**src/rtl/traffic_control_pkg.sv**
```systemverilog
// rtl/traffic_control_pkg.sv - shared state encoding and lamp constants for the intersection controller
package traffic_control_pkg;

  typedef enum logic [2:0] {
    ST_NS_GREEN  = 3'd0,
    ST_NS_YELLOW = 3'd1,
    ST_ALLRED_A  = 3'd2,
    ST_EW_GREEN  = 3'd3,
    ST_EW_YELLOW = 3'd4,
    ST_ALLRED_B  = 3'd5,
    ST_NS_LEFT   = 3'd6,
    ST_EW_LEFT   = 3'd7
  } state_e;

  localparam logic [2:0] LAMP_ALL  = 3'b111;
  localparam logic [2:0] LAMP_OFF  = 3'b000;
  localparam logic [2:0] LAMP_LEFT = 3'b100;

  function automatic int max_of(input int a, input int b);
    return (a > b) ? a : b;
  endfunction

endpackage

```
**src/rtl/traffic_control_phase_timer.sv**
```systemverilog
// rtl/traffic_control_phase_timer.sv - loadable down-counter with a zero flag
module phase_timer #(
  parameter int WIDTH = 5
) (
  input  logic             clk,
  input  logic             load,
  input  logic [WIDTH-1:0] load_value,
  output logic             zero
);

  logic [WIDTH-1:0] count;

  // Holds at zero until reloaded, so the owner decides when a phase ends.
  always_ff @(posedge clk) begin
    if (load)
      count <= load_value;
    else if (count != '0)
      count <= count - 1'b1;
  end

  assign zero = (count == '0);

endmodule

```
**src/rtl/traffic_control.sv**
```systemverilog
// rtl/traffic_control.sv - fixed-time two-way signal controller; TRAFFIC_LEFT_LEAD_EN adds leading left-arrow phases
module traffic_control
  import traffic_control_pkg::*;
#(
  parameter int GREEN_CYCLES  = 20,
  parameter int YELLOW_CYCLES = 5,
  parameter int ALLRED_CYCLES = 2,
  parameter int LEFT_CYCLES   = 8
) (
  output logic [2:0] green_ns,
  output logic [2:0] yellow_ns,
  output logic [2:0] red_ns,
  output logic [2:0] green_ew,
  output logic [2:0] yellow_ew,
  output logic [2:0] red_ew,
  input  logic       clk,
  input  logic       rst_a
);

  localparam int MAX_DUR = max_of(max_of(GREEN_CYCLES, YELLOW_CYCLES),
                                  max_of(ALLRED_CYCLES, LEFT_CYCLES));
  localparam int TW = (MAX_DUR > 1) ? $clog2(MAX_DUR) : 1;

  state_e          state;
  state_e          next_state;
  logic            tmr_zero;
  logic [TW-1:0]   load_value;

  function automatic logic [TW-1:0] phase_len_m1(input state_e s);
    case (s)
      ST_NS_GREEN, ST_EW_GREEN:   return TW'(GREEN_CYCLES - 1);
      ST_NS_YELLOW, ST_EW_YELLOW: return TW'(YELLOW_CYCLES - 1);
`ifdef TRAFFIC_LEFT_LEAD_EN
      ST_NS_LEFT, ST_EW_LEFT:     return TW'(LEFT_CYCLES - 1);
`endif
      default:                    return TW'(ALLRED_CYCLES - 1);
    endcase
  endfunction

  always_comb begin
    next_state = ST_ALLRED_B;
    case (state)
      ST_NS_GREEN:  next_state = ST_NS_YELLOW;
      ST_NS_YELLOW: next_state = ST_ALLRED_A;
      ST_EW_GREEN:  next_state = ST_EW_YELLOW;
      ST_EW_YELLOW: next_state = ST_ALLRED_B;
`ifdef TRAFFIC_LEFT_LEAD_EN
      ST_ALLRED_A:  next_state = ST_EW_LEFT;
      ST_ALLRED_B:  next_state = ST_NS_LEFT;
      ST_NS_LEFT:   next_state = ST_NS_GREEN;
      ST_EW_LEFT:   next_state = ST_EW_GREEN;
`else
      ST_ALLRED_A:  next_state = ST_EW_GREEN;
      ST_ALLRED_B:  next_state = ST_NS_GREEN;
`endif
      default:      next_state = ST_ALLRED_B;
    endcase
  end

  always_ff @(posedge clk) begin
    if (rst_a)
      state <= ST_ALLRED_B;
    else if (tmr_zero)
      state <= next_state;
  end

  // The timer reloads with the duration of whichever phase the FSM enters on this edge.
  assign load_value = rst_a ? phase_len_m1(ST_ALLRED_B) : phase_len_m1(next_state);

  phase_timer #(.WIDTH(TW)) u_phase_timer (
    .clk        (clk),
    .load       (rst_a | tmr_zero),
    .load_value (load_value),
    .zero       (tmr_zero)
  );

  always_comb begin
    green_ns  = LAMP_OFF;
    yellow_ns = LAMP_OFF;
    red_ns    = LAMP_ALL;
    green_ew  = LAMP_OFF;
    yellow_ew = LAMP_OFF;
    red_ew    = LAMP_ALL;
    case (state)
      ST_NS_GREEN:  begin green_ns  = LAMP_ALL; red_ns = LAMP_OFF; end
      ST_NS_YELLOW: begin yellow_ns = LAMP_ALL; red_ns = LAMP_OFF; end
      ST_EW_GREEN:  begin green_ew  = LAMP_ALL; red_ew = LAMP_OFF; end
      ST_EW_YELLOW: begin yellow_ew = LAMP_ALL; red_ew = LAMP_OFF; end
`ifdef TRAFFIC_LEFT_LEAD_EN
      ST_NS_LEFT:   begin green_ns  = LAMP_LEFT; red_ns = ~LAMP_LEFT; end
      ST_EW_LEFT:   begin green_ew  = LAMP_LEFT; red_ew = ~LAMP_LEFT; end
`endif
      default:      ;
    endcase
  end

endmodule

```
**config.mk**
```make
export PLATFORM = sky130hd
export DESIGN_NAME = traffic_control
export DESIGN_NICKNAME = d
export VERILOG_FILES = /design/src/rtl/traffic_control_pkg.sv /design/src/rtl/traffic_control_phase_timer.sv /design/src/rtl/traffic_control.sv
export SDC_FILE = /design/constraint.sdc
export NUM_CORES = 1
export LEC_CHECK = 0
export CAP_MARGIN = 20
export CORE_UTILIZATION = 40
export DETAILED_ROUTE_END_ITERATION = 16
export PLACE_DENSITY = 0.74
export SYNTH_ARGS = -nofsm -noshare
export SYNTH_HDL_FRONTEND = slang
export SYNTH_SLANG_ARGS = --single-unit
```
**constraint.sdc**
```tcl
create_clock -name clk -period 2 [get_ports clk]
set_clock_uncertainty 0.1 [all_clocks]
set_input_delay 0.4 -clock clk [delete_from_list [all_inputs] [get_ports clk]]
set_output_delay 0.4 -clock clk [all_outputs]
set_load 0.05 [all_outputs]
```
# Yosys cells after proc, flatten, opt, wreduce, memory -nomap -nowiden
# Cells that the tools add are included.
# W data, S select, Z words.
[classes]
add_sub_neg = 1
eq_ne = 8
n_mux = 11
bitwise_logic = 1
n_reduce_logical = 9
[op_table]
columns = ["operator", "n"]
rows = [
  ["$mux W3", 6],
  ["$mux W5", 3],
  ["$pmux W3 S5", 1],
  ["$pmux W5 S2", 1],
  ["$eq A3 B2 Y1 const B", 3],
  ["$eq A3 B3 Y1 const B", 3],
  ["$reduce_or A2 Y1", 4],
  ["$eq A3 B1 Y1 const B", 2],
  ["$logic_not A3 Y1", 2],
  ["$logic_not A5 Y1", 1],
  ["$reduce_bool A5 Y1", 1],
  ["$sub A5 B1 Y5 const B", 1],
  ["$reduce_bool A2 Y1", 1],
  ["$or A1 B1 Y1", 1],
]
[word_totals]
ff_bits = 8
in_bits = 2
out_inout_bits = 18
elab_cells = 32

# Longest topological paths before layout
[logic_depth]
ltp_word = 7
mapped_depth = 5

# By module
# From an unflattened synthesis, not the netlist that was laid out.
[hier_totals]
hier_cells = 66
hier_area_um2 = 599.3
[modules_own_cells]
columns = ["module", "n_inst", "cells_each", "area_per_inst_um2"]
rows = [
  ["traffic_control", 1, 42, 311.5],
  ["phase_timer", 1, 24, 287.8],
]

# Worst setup path after synthesis
# No wires, ideal clock.
[synth_path]
path_kind = "register to output"
from = "register state[2]"
to = "output red_ew[1]"
t_arrival_ns = 2.217
required_ns = 1.500
path_slack_ns = -0.717
path_stages_with_launch = 6
cell_sequence = "dfxtp_1 buf_6 nor2b_1 nor2b_1 nor2_1 buf_4"
[synth_between]
elab_chain_cells = 3
word_cells_on_any_way = 4
cone_classes = "2 x eq/ne; 1 x mux; 1 x reduce/logical"
[synth_rtl]
columns = ["item", "line_no", "text"]
rows = [
  ["start, declared", "traffic_control.sv:24", "state_e state;"],
  ["start signal, assigned", "traffic_control.sv:64", "state <= next_state;"],
  ["$eq A3 B3 Y1 / $eq A3 B2 Y1 (equally long branches)", "traffic_control.sv:84", "case (state)"],
  ["$reduce_or A2 Y1 (no line) *", "--", ""],
  ["$mux W3 *", "traffic_control.sv:84", ""],
  ["end, declared", "traffic_control.sv:15", "output logic [2:0] red_ew,"],
]
# Mark *: on every way between the ends. The rest lies on a longest branch, timed or not.

# Worst setup path after layout
[layout_path]
from = "register state[1]"
to = "output red_ew[1]"
# Same word-level chain as after synthesis.

==> flow_metrics.tcl <==
set metrics [dict create \
    crit_start "state[1]" \
    cts_setup_buffers 0 \
    p_per_area_nw_per_um2 486 \
    coreArea_sq_um 1350 \
    cp_max_fo 8 \
    cts_max_path_buffers 2 \
    hold_start "state[1]" \
    gp_congestion 0.835 \
    max-vdd-ir-drop_v 0.000308 \
    seq_area_sq_um 210 \
    grt_pass1_vias 426 \
    hold_path.class "reg2reg" \
    cts_tree "yes" \
    crit_arrival_ns 1.42 \
    cp-end-kind "output pin" \
    drt_iter0_drc 23 \
    num_rows 13 \
    cts_resized 0 \
    ys_ff_latch 8 \
    die_y_microns 41.0 \
    grt.total_usage 0.187 \
    multi_input_area_sq_um 303 \
    antenna_cells 0 \
    root_buffer "clkbuf_4" \
    start_util 0.449 \
    synthToLayoutAreaGrowth_pct 59.8 \
    period_needed_ns 1.92 \
    fin_cells 95 \
    ys_seq_area_frac 0.346 \
    synth.distinct_cells 31 \
    grt_pass1_wl_microns 2020 \
    die_x_microns 41.0 \
    dr.pass1.iters 4 \
    r2r-start "u_phase_timer.count[0]" \
    clock_latency_ns 0.26 \
    num_vias 512 \
    io-pin-count 20 \
    nNetsFinal 84 \
    grt_max_degree 10 \
    cts_made_buffers 3 \
    fmax_ghz 0.522 \
    routed_wl_microns 1290 \
    cts_max_level 1 \
    cts_num_sinks 8 \
    fin_crit_sh 0.958 \
    path_clk_slew_ns 0.06 \
    via_per_inst 5.39 \
    antenna_found_initial 0 \
    crit_type "reg2out" \
    hold_viol_final 0 \
    finalMaxSlewViolations 0 \
    most-common-layout-cells "buf_12 (18), edfxtp_1 (5), conb_1 (5)" \
    cap_violations 0 \
    grt.overflow.total 0 \
    dieArea_sq_um 1680 \
    fill_cells 93 \
    post_drt_wl_per_cell_microns 13.6 \
    netlist_area_sq_um 607 \
    place_hpwl_microns 1030 \
    placed_cells 91 \
    final-setup-viol-count 0 \
    fin_tns_setup_ns 0 \
    drc 0 \
    ant_nets 0 \
    critPathLaunchType "flop" \
    status "finished, final reports clean" \
    p_leak_nw 0.400 \
    yosys_warnings 0 \
    final_common_cell "buf_12" \
    avgSynthCellArea_sq_um 9.34 \
    crit_required_ns 1.50 \
    synth_cells 65 \
    io_buffers 19 \
    hold_buffers 0 \
    layout-drive-gt1-share 0.400 \
    rsz0062_at_grt "false" \
]
-- state kept, by name (all words and copies together), names as in the netlist --
register             count
u_phase_timer.count      5
state                    3
-- power by group --
group          internal [W]  total [W]  leakage (nW)  switching (W)
combinational     0.0000630   0.000135         0.311      0.0000722
clock             0.0000766   0.000136        0.0150      0.0000591
sequential         0.000187   0.000200        0.0744      0.0000130
total              0.000327   0.000471         0.400       0.000144
-- metal layers --
metal | track usage | up-vias | part of all wire
met3 | 0.0326 | 4 | 0.059
met2 | 0.309 | 27 | 0.56
met5 | 0 | - | 0
met1 | 0.237 | 245 | 0.38
li1 | - | 236 | -
met4 | 0.0750 | 0 | 0.0062
-- worst paths after layout --
check,to,slack [ns],cells past startpoint
worst min-delay path,state[1],0.52,2
worst max register to register,u_phase_timer.count[0],0.15,5
worst max-delay path,red_ew[1],0.08,4
worst min register to register,state[1],0.52,2
-- synth_stat cells, drive strengths merged --
cell type	count	share of area
edfxtp	5	0.25
clkdlybuf4s25	1	0.016
nand2b	1	0.010
or4b	1	0.023
xnor2	2	0.029
a21oi	3	0.025
ha	1	0.021
and3	1	0.012
nor3	4	0.033
conb	1	0.0062
nand2	1	0.0062
nor4b	1	0.039
nor2b	2	0.021
a21boi	1	0.012
inv	3	0.019
o21bai	2	0.025
a21o	1	0.012
dfxtp	3	0.099
and3b	1	0.014
o21a	1	0.012
xor2	1	0.014
a311o	1	0.016
and2	1	0.010
buf	15	0.18
nand3	1	0.0082
o32ai	1	0.014
nor3b	2	0.025
nor2	6	0.037
o21ai	1	0.0082
-- worst max-delay path: stages, from the launching register on --
cell	delay, ns
dfxtp_1	0.39
nor2b_1	0.19
nor2b_4	0.31
nor2_4	0.10
buf_12	0.16
-- cells by family (layout without fill, tap and decap cells) --
family | Yosys count | after routing | synth area share
simple gates | 22 | 22 | 0.239
other cells | 1 | 5 | 0.00618
fa+ha+maj | 1 | 1 | 0.0206
flops | 8 | 8 | 0.346
xor+xnor | 3 | 3 | 0.0433
compound gates | 11 | 11 | 0.126
buf+inv | 19 | 30 | 0.219
-- per-stage QoR --
step | setup slack, ns | utilization | power, W | area [sq um] | hold slack [ns]
floorplan | 0.0247 | - | 0.000289 | 646 | 0.464
global route | 0.0115 | 0.718 | 0.000491 | 970 | 0.540
detailed placement | 0.181 | 0.699 | 0.000338 | 943 | 0.494
global placement | 0.237 | 0.699 | 0.000333 | 943 | 0.476
finish | 0.0844 | 0.718 | 0.000471 | 970 | 0.518
CTS | 0.0783 | 0.718 | 0.000471 | 970 | 0.503
-- final cells by class --
cell class                      instances  area share
Inverter                                3      0.0116
Tap cell                               15      0.0194
Timing Repair Buffer                   23       0.413
Clock buffer                            4      0.0271
Sequential cell                         8       0.217
Multi-Input combinational cell         42       0.312
Power figures use the tool's default switching activity.
